File: src/rtl/tl_rx_fc_credit_tracker.sv
// -----------------------------------------------------------------------------
// tl_rx_fc_credit_tracker
//
// Receive-side flow-control credit bookkeeping for the TL RX write handler.
// Per class (P / NP / CPL) it keeps header and data CREDITS_RECEIVED and
// CREDITS_ALLOCATED counters. These counters feed the receiver-overflow
// checker that sits directly downstream. It also raises per-class UpdateFC
// requests towards the DLL whenever buffer space is returned.
//
// Handshake: both input sides are valid-only. Each cycle with i_rcv_valid
// (or i_rel_valid) high carries exactly one TLP. There is no back-pressure.
// Class encoding 2'b11 means "no TLP", and such a cycle is ignored.
//
// Ports
//   clk, rst_n                   clock, asynchronous active-low reset
//   i_rcv_*                      TLP accepted by RX (class, payload, length, drop)
//   i_rel_*                      TLP storage freed from the RX buffer
//   i_fc_update_ack[2:0]         {CPL,NP,P} DLL has sent UpdateFC
//   o_chk_en/typ/len             same-cycle overflow-check request to checker
//   o_{p,np,cpl}_rcv_hdr/data    CREDITS_RECEIVED counters
//   o_{p,np,cpl}_alloc_hdr/data  CREDITS_ALLOCATED counters
//   o_fc_update_req[2:0]         {CPL,NP,P} UpdateFC pending (per-class FSM state)
// -----------------------------------------------------------------------------
module tl_rx_fc_credit_tracker #(
   parameter int HDR_FIELD_SIZE  = 8,
   parameter int DATA_FIELD_SIZE = 12,
   parameter int PAYLOAD_LENGTH  = 10,
   parameter int P_HDR_INIT      = 32,
   parameter int NP_HDR_INIT     = 32,
   parameter int CPL_HDR_INIT    = 32,
   parameter int P_DATA_INIT     = 256,
   parameter int NP_DATA_INIT    = 16,
   parameter int CPL_DATA_INIT   = 256
) (
   input  logic                       clk,
   input  logic                       rst_n,
   input  logic                       i_rcv_valid,
   input  logic [1:0]                 i_rcv_typ,
   input  logic                       i_rcv_has_data,
   input  logic [PAYLOAD_LENGTH-1:0]  i_rcv_len,
   input  logic                       i_rcv_drop,
   input  logic                       i_rel_valid,
   input  logic [1:0]                 i_rel_typ,
   input  logic                       i_rel_has_data,
   input  logic [PAYLOAD_LENGTH-1:0]  i_rel_len,
   input  logic [2:0]                 i_fc_update_ack,
   output logic                       o_chk_en,
   output logic [1:0]                 o_chk_typ,
   output logic [PAYLOAD_LENGTH-1:0]  o_chk_len,
   output logic [HDR_FIELD_SIZE-1:0]  o_p_rcv_hdr,
   output logic [DATA_FIELD_SIZE-1:0] o_p_rcv_data,
   output logic [HDR_FIELD_SIZE-1:0]  o_np_rcv_hdr,
   output logic [DATA_FIELD_SIZE-1:0] o_np_rcv_data,
   output logic [HDR_FIELD_SIZE-1:0]  o_cpl_rcv_hdr,
   output logic [DATA_FIELD_SIZE-1:0] o_cpl_rcv_data,
   output logic [HDR_FIELD_SIZE-1:0]  o_p_alloc_hdr,
   output logic [DATA_FIELD_SIZE-1:0] o_p_alloc_data,
   output logic [HDR_FIELD_SIZE-1:0]  o_np_alloc_hdr,
   output logic [DATA_FIELD_SIZE-1:0] o_np_alloc_data,
   output logic [HDR_FIELD_SIZE-1:0]  o_cpl_alloc_hdr,
   output logic [DATA_FIELD_SIZE-1:0] o_cpl_alloc_data,
   output logic [2:0]                 o_fc_update_req
);

   localparam logic [1:0] TYP_NONE = 2'b11;

   localparam logic [HDR_FIELD_SIZE-1:0] HDR_INIT [3] = '{
      HDR_FIELD_SIZE'(P_HDR_INIT), HDR_FIELD_SIZE'(NP_HDR_INIT), HDR_FIELD_SIZE'(CPL_HDR_INIT)};
   localparam logic [DATA_FIELD_SIZE-1:0] DATA_INIT [3] = '{
      DATA_FIELD_SIZE'(P_DATA_INIT), DATA_FIELD_SIZE'(NP_DATA_INIT), DATA_FIELD_SIZE'(CPL_DATA_INIT)};

   // Per-class UpdateFC request flag. The state is the o_fc_update_req bit.
   typedef enum logic {
      REQ_IDLE    = 1'b0,
      REQ_PENDING = 1'b1
   } req_state_e;

   // Data credits are 4-DW units. A length of 0 encodes 1024 DW, which is 256 credits.
   // The sum is one bit wider than the length field, so (len+3) cannot overflow.
   function automatic logic [8:0] tlp_data_credits(input logic                      has_data,
                                                   input logic [PAYLOAD_LENGTH-1:0] len);
      logic [PAYLOAD_LENGTH:0] sum;
      sum = {1'b0, len} + (PAYLOAD_LENGTH+1)'(3);
      if (!has_data)
         return 9'd0;
      else if (len == '0)
         return 9'd256;
      else
         return 9'(sum >> 2);
   endfunction

   logic                       chk_en;
   logic [8:0]                 rcv_cred;
   logic [8:0]                 rel_cred;
   logic [DATA_FIELD_SIZE-1:0] rcv_cred_ext;
   logic [DATA_FIELD_SIZE-1:0] rel_cred_ext;
   logic [2:0]                 rcv_hit;
   logic [2:0]                 rel_hit;

   logic [HDR_FIELD_SIZE-1:0]  rcv_hdr_q    [3];
   logic [DATA_FIELD_SIZE-1:0] rcv_data_q   [3];
   logic [HDR_FIELD_SIZE-1:0]  alloc_hdr_q  [3];
   logic [DATA_FIELD_SIZE-1:0] alloc_data_q [3];

   req_state_e req_q [3];
   req_state_e req_d [3];

   // Decode which class, if any, each side touches this cycle. Class 2'b11 never
   // matches an index 0..2, so "no TLP" falls out of the compare automatically.
   always_comb begin
      chk_en       = i_rcv_valid & (i_rcv_typ != TYP_NONE);
      rcv_cred     = tlp_data_credits(i_rcv_has_data, i_rcv_len);
      rel_cred     = tlp_data_credits(i_rel_has_data, i_rel_len);
      rcv_cred_ext = DATA_FIELD_SIZE'(rcv_cred);
      rel_cred_ext = DATA_FIELD_SIZE'(rel_cred);
      rcv_hit      = '0;
      rel_hit      = '0;
      for (int c = 0; c < 3; c++) begin
         rcv_hit[c] = chk_en & ~i_rcv_drop & (i_rcv_typ == 2'(c));
         rel_hit[c] = i_rel_valid & (i_rel_typ == 2'(c));
      end
   end

   // The checker compares against the counters as they stand this cycle (pre-increment).
   assign o_chk_en  = chk_en;
   assign o_chk_typ = i_rcv_typ;
   assign o_chk_len = i_rcv_has_data ? i_rcv_len : '0;

   // Credit counters. All adds wrap modulo the field width by construction.
   always_ff @(posedge clk or negedge rst_n) begin
      if (!rst_n) begin
         for (int c = 0; c < 3; c++) begin
            rcv_hdr_q[c]    <= '0;
            rcv_data_q[c]   <= '0;
            alloc_hdr_q[c]  <= HDR_INIT[c];
            alloc_data_q[c] <= DATA_INIT[c];
         end
      end else begin
         for (int c = 0; c < 3; c++) begin
            if (rcv_hit[c]) begin
               rcv_hdr_q[c]  <= rcv_hdr_q[c] + HDR_FIELD_SIZE'(1);
               rcv_data_q[c] <= rcv_data_q[c] + rcv_cred_ext;
            end
            if (rel_hit[c]) begin
               alloc_hdr_q[c]  <= alloc_hdr_q[c] + HDR_FIELD_SIZE'(1);
               alloc_data_q[c] <= alloc_data_q[c] + rel_cred_ext;
            end
         end
      end
   end

   // UpdateFC request FSMs: state registers.
   always_ff @(posedge clk or negedge rst_n) begin
      if (!rst_n) begin
         for (int c = 0; c < 3; c++) req_q[c] <= REQ_IDLE;
      end else begin
         for (int c = 0; c < 3; c++) req_q[c] <= req_d[c];
      end
   end

   // UpdateFC request FSMs: next state. A release in the same cycle as an ack
   // keeps the request pending, because the credits it frees are not yet advertised.
   always_comb begin
      o_fc_update_req = '0;
      for (int c = 0; c < 3; c++) begin
         req_d[c] = req_q[c];
         case (req_q[c])
            REQ_IDLE:    if (rel_hit[c]) req_d[c] = REQ_PENDING;
            REQ_PENDING: if (i_fc_update_ack[c] && !rel_hit[c]) req_d[c] = REQ_IDLE;
         endcase
         o_fc_update_req[c] = (req_q[c] == REQ_PENDING);
      end
   end

   assign o_p_rcv_hdr      = rcv_hdr_q[0];
   assign o_p_rcv_data     = rcv_data_q[0];
   assign o_np_rcv_hdr     = rcv_hdr_q[1];
   assign o_np_rcv_data    = rcv_data_q[1];
   assign o_cpl_rcv_hdr    = rcv_hdr_q[2];
   assign o_cpl_rcv_data   = rcv_data_q[2];
   assign o_p_alloc_hdr    = alloc_hdr_q[0];
   assign o_p_alloc_data   = alloc_data_q[0];
   assign o_np_alloc_hdr   = alloc_hdr_q[1];
   assign o_np_alloc_data  = alloc_data_q[1];
   assign o_cpl_alloc_hdr  = alloc_hdr_q[2];
   assign o_cpl_alloc_data = alloc_data_q[2];

endmodule

File: config.mk
export PLATFORM = sky130hd
export DESIGN_NAME = tl_rx_fc_credit_tracker
export DESIGN_NICKNAME = d
export VERILOG_FILES = /design/src/rtl/tl_rx_fc_credit_tracker.sv
export SDC_FILE = /design/constraint.sdc
export NUM_CORES = 1
export LEC_CHECK = 0
export CAP_MARGIN = 20
export CORE_ASPECT_RATIO = 1.5
export CORE_MARGIN = 5
export CORE_UTILIZATION = 40
export CTS_CLUSTER_SIZE = 10
export DETAILED_ROUTE_END_ITERATION = 6
export GPL_TIMING_DRIVEN = 0
export PLACE_DENSITY_LB_ADDON = 0.3
export SLEW_MARGIN = 5
export SYNTH_ARGS = -nofsm -noshare
export SYNTH_HDL_FRONTEND = slang
export SYNTH_SLANG_ARGS = --single-unit
File: constraint.sdc
create_clock -name clk -period 2.2 [get_ports clk]
set_input_delay 0.66 -clock clk [delete_from_list [all_inputs] [get_ports clk]]
set_output_delay 0.66 -clock clk [all_outputs]
set_load 0.01 [all_outputs]
Word-level counts from Yosys, hierarchy flattened
Cells that the tools add are included.

cells by class
  reductions and logical operators = 10
  eq/ne operators = 5
  bitwise operators = 12
  multiplexer cells = 14
  add/subtract/negate cells = 14

operators by type and width
  operator                                                          number
  12-bit by 9-bit adder with 12-bit output                          6
  8-bit by 1-bit adder with 8-bit output (second input constant)    6
  9-bit 2-to-1 mux                                                  4
  10-bit by 2-bit adder with 11-bit output (second input constant)  2
  10-bit zero test                                                  2
  10-bit 2-to-1 mux                                                 1
  1-bit AND                                                         8
  1-bit 2-to-1 mux                                                  6
  1-bit one-hot mux with 2 select lines                             3
  2-bit by 1-bit == test with 1-bit output (second input constant)  2
  2-bit == test (second input constant)                             2
  2-bit zero test                                                   2
  1-bit NOT                                                         4
  1-bit logical AND                                                 3
  1-bit zero test                                                   3
  2-bit inequality test (second input constant)                     1

storage, ports and cells
  flip-flop bits (word level) = 123
  logic and storage cells = 70

Longest topological paths before layout
  depth after elaboration = 6
  depth in mapped cells = 11

Worst setup path after synthesis
OpenSTA, ideal clock, no wires.

  kind = input -> register
  from = in i_rel_len[2]
  to = reg alloc_data_q (netlist bit o_cpl_alloc_data[8])
  stages on the path = 11
  path slack = -0.761 ns
  data arrival time = 2.870 ns
  setup time = 0.091 ns
  path through = nor4_1 -> nand3_1 -> nand2_1 -> or2_2 -> inv_1 -> fa_1 -> a211oi_2 -> o21bai_1 -> o311a_1 -> o21a_1 -> o31ai_1

on the way
  cells in the longest elaborated chain, start to end = 4
  elaborated cells between the ends (all ways) = 5
  classes of those cells = 2 x add/sub; 2 x mux; 1 x reduce/logical

ends and longest elaborated chain
  item                                                                          RTL line  text
  start: declaration                                                            45        input logic [PAYLOAD_LENGTH-1:0] i_rel_len,
  10-bit by 2-bit adder with 11-bit output or 10-bit zero test (tied branches)  83, 86
  9-bit 2-to-1 mux (*)                                                          86        else if (len == '0)
  9-bit 2-to-1 mux (*)                                                          84        if (!has_data)
  12-bit by 9-bit adder with 12-bit output (*)                                  146       alloc_data_q[c] <= alloc_data_q[c] + rel_cred_ext;
  end signal: indexed assignment                                                136       alloc_data_q[c] <= DATA_INIT[c];
  end signal: indexed assignment                                                146
  end: declaration                                                              103       logic [DATA_FIELD_SIZE-1:0] alloc_data_q [3];

Every way passes the cells marked *; elsewhere a longest branch is shown, timed or not.
A chain may end at the register's enable or synchronous reset.

Worst setup path in the final report
  from = in i_rel_len[9]
  to = reg alloc_data_q (netlist bit o_p_alloc_data[6])

on the way
  cells in the longest elaborated chain, start to end = 4

ends and longest elaborated chain
  item                                      RTL line
  10-bit zero test                          86
  9-bit 2-to-1 mux                          86
  9-bit 2-to-1 mux                          84
  12-bit by 9-bit adder with 12-bit output  146

No other way between the ends.

==> flow_metrics.env <==
export IMPL_outcome="finished, violations left"
export IMPL_violations="setup timing"
export IMPL_drt_pass1_iterations=5
export IMPL_synthTopCellsByArea="dfrtp_1 38%, ha_1 9.8%, nand2_1 5.9%"
export IMPL_clkLatencyLatePin_ns=0.42
export IMPL_grt_pass1_vias=7604
export IMPL_synth_top_area_share_pct=38.41
export IMPL_synth_async_sr_flop_share_pct=100.0
export IMPL_cp_max_fo=3
export IMPL_final_setup_tns_ns=-12.92
export IMPL_cts_buffers=17
export IMPL_num_io_pins=170
export IMPL_cts_sinks=123
export IMPL_clock_skew_final_ns=0.01223
export IMPL_cp_startpoint="i_rel_len[9]"
export IMPL_synth_top_family_by_area="simple AND/OR/NAND/NOR gates"
export IMPL_port_buffers=169
export IMPL_hold_viol=0
export IMPL_num_vias=7292
export IMPL_synth_compound_area_share_pct=16.27
export IMPL_syn_area_per_cell_um2=9.422
export IMPL_synth_area_leader_cell="dfrtp_1"
export IMPL_relSlewSlack_pct=49.91
export IMPL_synthXorXnorAreaFrac_pct=11.26
export IMPL_final_area_um2=12480
export IMPL_synth_most_common_cell="nand2_1"
export IMPL_slew_violations=0
export IMPL_multi_input_area_um2=5773
export IMPL_arrival_ns=2.99
export IMPL_cts_buffer_depth=2
export IMPL_power_total_mw=13.84
export IMPL_antennaDiodeCount=0
export IMPL_synthMuxAreaShare_pct=0
export IMPL_fp_dieH_um=179.1
export IMPL_drive_gt1_share_pct=31.93
export IMPL_synth_edf_count=0
export IMPL_post_route_util_pct=66.99
export IMPL_min_period_ns=2.687
export IMPL_seq_area_um2=3088
export IMPL_worst_r2r_endpoint="o_cpl_alloc_data[8]"
export IMPL_design_core_area_um2=18620
export IMPL_synth_adder_area_share_pct=11.42
export IMPL_detail_route_wl_per_cell_um=17.93
export IMPL_r2r_worst_path_cells=7
export IMPL_dp_hpwl_um=15730
export IMPL_netlist_instances=809
export IMPL_fmax_mhz=372.2
export IMPL_die_area_um2=21970
export IMPL_fillers=1400
export IMPL_htreeDepth=4
export IMPL_synthFlopType="dfrtp_1"
export IMPL_rsz0062_at_grt="true"
export IMPL_synth_area_um2=7622
export IMPL_gp_congestion=0.8955
export IMPL_synth_common_cells="120 x nand2_1, 117 x dfrtp_1, 80 x o21ai_0, 60 x ha_1, 50 x xnor2_1"
export IMPL_reg2reg_from="o_cpl_alloc_data[0]"
export IMPL_synthSimpleGateAreaFrac_pct=18.84
export IMPL_period_share_pct=122.1
export IMPL_clk_pin_slew_ns=0.06
export IMPL_worst_pin_slew_ns=0.7480
export IMPL_placed_area_um2=10040
export IMPL_drtIter0Drc=329
export IMPL_antenna_left=0
export IMPL_start_util_pct=40.93
export IMPL_cp_start_kind="primary input"
export IMPL_ir_worst_vdd_v=0.0006486
export IMPL_gr_total_overflow=0
export IMPL_final_nets=1180
export IMPL_critPathKind="primary input to flop"
export IMPL_cts_tree="done"
export IMPL_num_rows=61
export IMPL_drv_cap=0
export IMPL_die_w_um=122.7
export IMPL_finalSetupViolCount=49
export IMPL_ys_ff_latch=123
export IMPL_grt_pass1_wl_um=37770
export IMPL_drc=0
export IMPL_antenna_found_initial=0
export IMPL_wl_um=24110
export IMPL_worst_slack_ns=-0.4868
export IMPL_dp_slack_ns=-1.500
export IMPL_synth_nets=909
export IMPL_syn_to_final_growth_pct=63.67
export IMPL_end_kind="flop"
export IMPL_viasPerCell=5.422
export IMPL_ys_seq_area_share_pct=40.48
export IMPL_root_buffer="clkbuf_16"
export IMPL_yosys_warnings=0
export IMPL_synth_cell_type_count=57
export IMPL_r2r_slack_ns=0.06
export IMPL_grt_max_degree=66
export IMPL_ctsHoldBuffers=0
export IMPL_leakagePower_nw=5.376
export IMPL_hp_class="primary input to async pin"
export IMPL_worst_endpoint_required_ns=2.51
export IMPL_track_usage_pct=21.70
export IMPL_p_per_area_nw_per_um2=1110
-- power breakdown --
part	internal (mW)	total, mW	switching [mW]	leakage (nW)
Sequential	3.00	3.98	0.983	1.59
Combinational	3.71	6.87	3.16	3.49
Clock	1.84	2.99	1.16	0.295
Total	8.54	13.8	5.30	5.38
-- layout by cell type (no fill, tap or decap), types with 11 or more instances in the layout --
cell type,count
a21o_1,20
dfrtp_1,115
ha_1,15
buf_6,32
dlygate4sd2_1,16
xnor2_1,47
nand3_1,33
and2_1,14
clkdlybuf4s50_1,124
clkbuf_16,17
nor2_1,33
o21ai_0,22
nand4_1,11
buf_4,58
a21oi_2,18
xor2_1,46
nand2_1,114
o21ai_1,44
ha_4,42
-- timing repair --
action,4_1_cts,5_1_grt
resized for setup,299,81
pin swaps,106,86
setup endpoints to repair,83,62
buffers inserted,68,26
-- kinds of logic (layout without fill, tap and decap cells) --
logic type               after synthesis  count (layout)
AND/OR/NAND/NOR                      293             293
AO/OA/AOI/OAI                        199             199
flip-flops                           123             123
XOR/XNOR                              98              98
adder cells (fa/ha/maj)               66              66
buffers and inverters                 30             314
-- cell type report --
class	count	area share [%]
clock inverters	14	1.464
multi-input cells	656	46.27
inverters	13	0.5115
clock buffers	18	3.520
plain buffers	17	0.7622
repair buffers	252	20.19
flip-flops and latches	123	24.75
well taps	252	2.527
-- worst max-delay path: stages --
cell,delay [ns]
buf_8,0.10
nor4_2,0.28
nand3_2,0.12
nand2_2,0.11
or2_4,0.16
inv_8,0.04
buf_6,0.11
buf_6,0.11
fa_2,0.39
a211oi_4,0.30
buf_4,0.17
o21ai_2,0.07
a21oi_2,0.15
xor2_1,0.16
o21ai_1,0.07
-- worst max-delay path by stage --
| stage | end | slack (ns) | cells after the start |
|---|---|---|---|
| 6_report | o_p_alloc_data[6] | -0.49 | 15 |
| 5_1_grt | o_p_alloc_data[8] | -0.61 | 14 |
| 4_1_cts | o_cpl_alloc_data[8] | -0.42 | 12 |
| 3_5_place_dp | o_p_rcv_data[10] | -1.50 | 12 |
| 3_3_place_gp | o_np_alloc_hdr[2] | -4.69 | 1 |
| 2_1_floorplan | o_cpl_alloc_data[8] | -0.64 | 9 |
-- metrics by stage --
step | hold slack, ns | instances
finish | 0.2098 | 1345
CTS | 0.2344 | 1324
floorplan | 0.3644 | 809
global route | 0.2460 | 1345
global placement | 0.4530 | 1230
detailed placement | 0.4557 | 1231
-- routing by layer --
layer,vias to the layer above,track usage [%],wire length [µm]
li1,3440,-,-
met1,3542,23.09,8657
met4,0,10.70,1109
met5,-,0,0
met2,246,39.52,12980
met3,64,5.145,1360
-- state kept, by name, indices dropped and copies added, names as in the netlist --
signal,flops
o_np_alloc_data,12
o_fc_update_req,3
o_np_rcv_data,12
o_cpl_rcv_hdr,8
o_p_rcv_data,12
o_cpl_rcv_data,12
o_p_alloc_hdr,8
o_p_alloc_data,12
o_cpl_alloc_hdr,8
o_cpl_alloc_data,12
o_np_alloc_hdr,8
o_np_rcv_hdr,8
o_p_rcv_hdr,8
(Power assumes the default switching activity.)
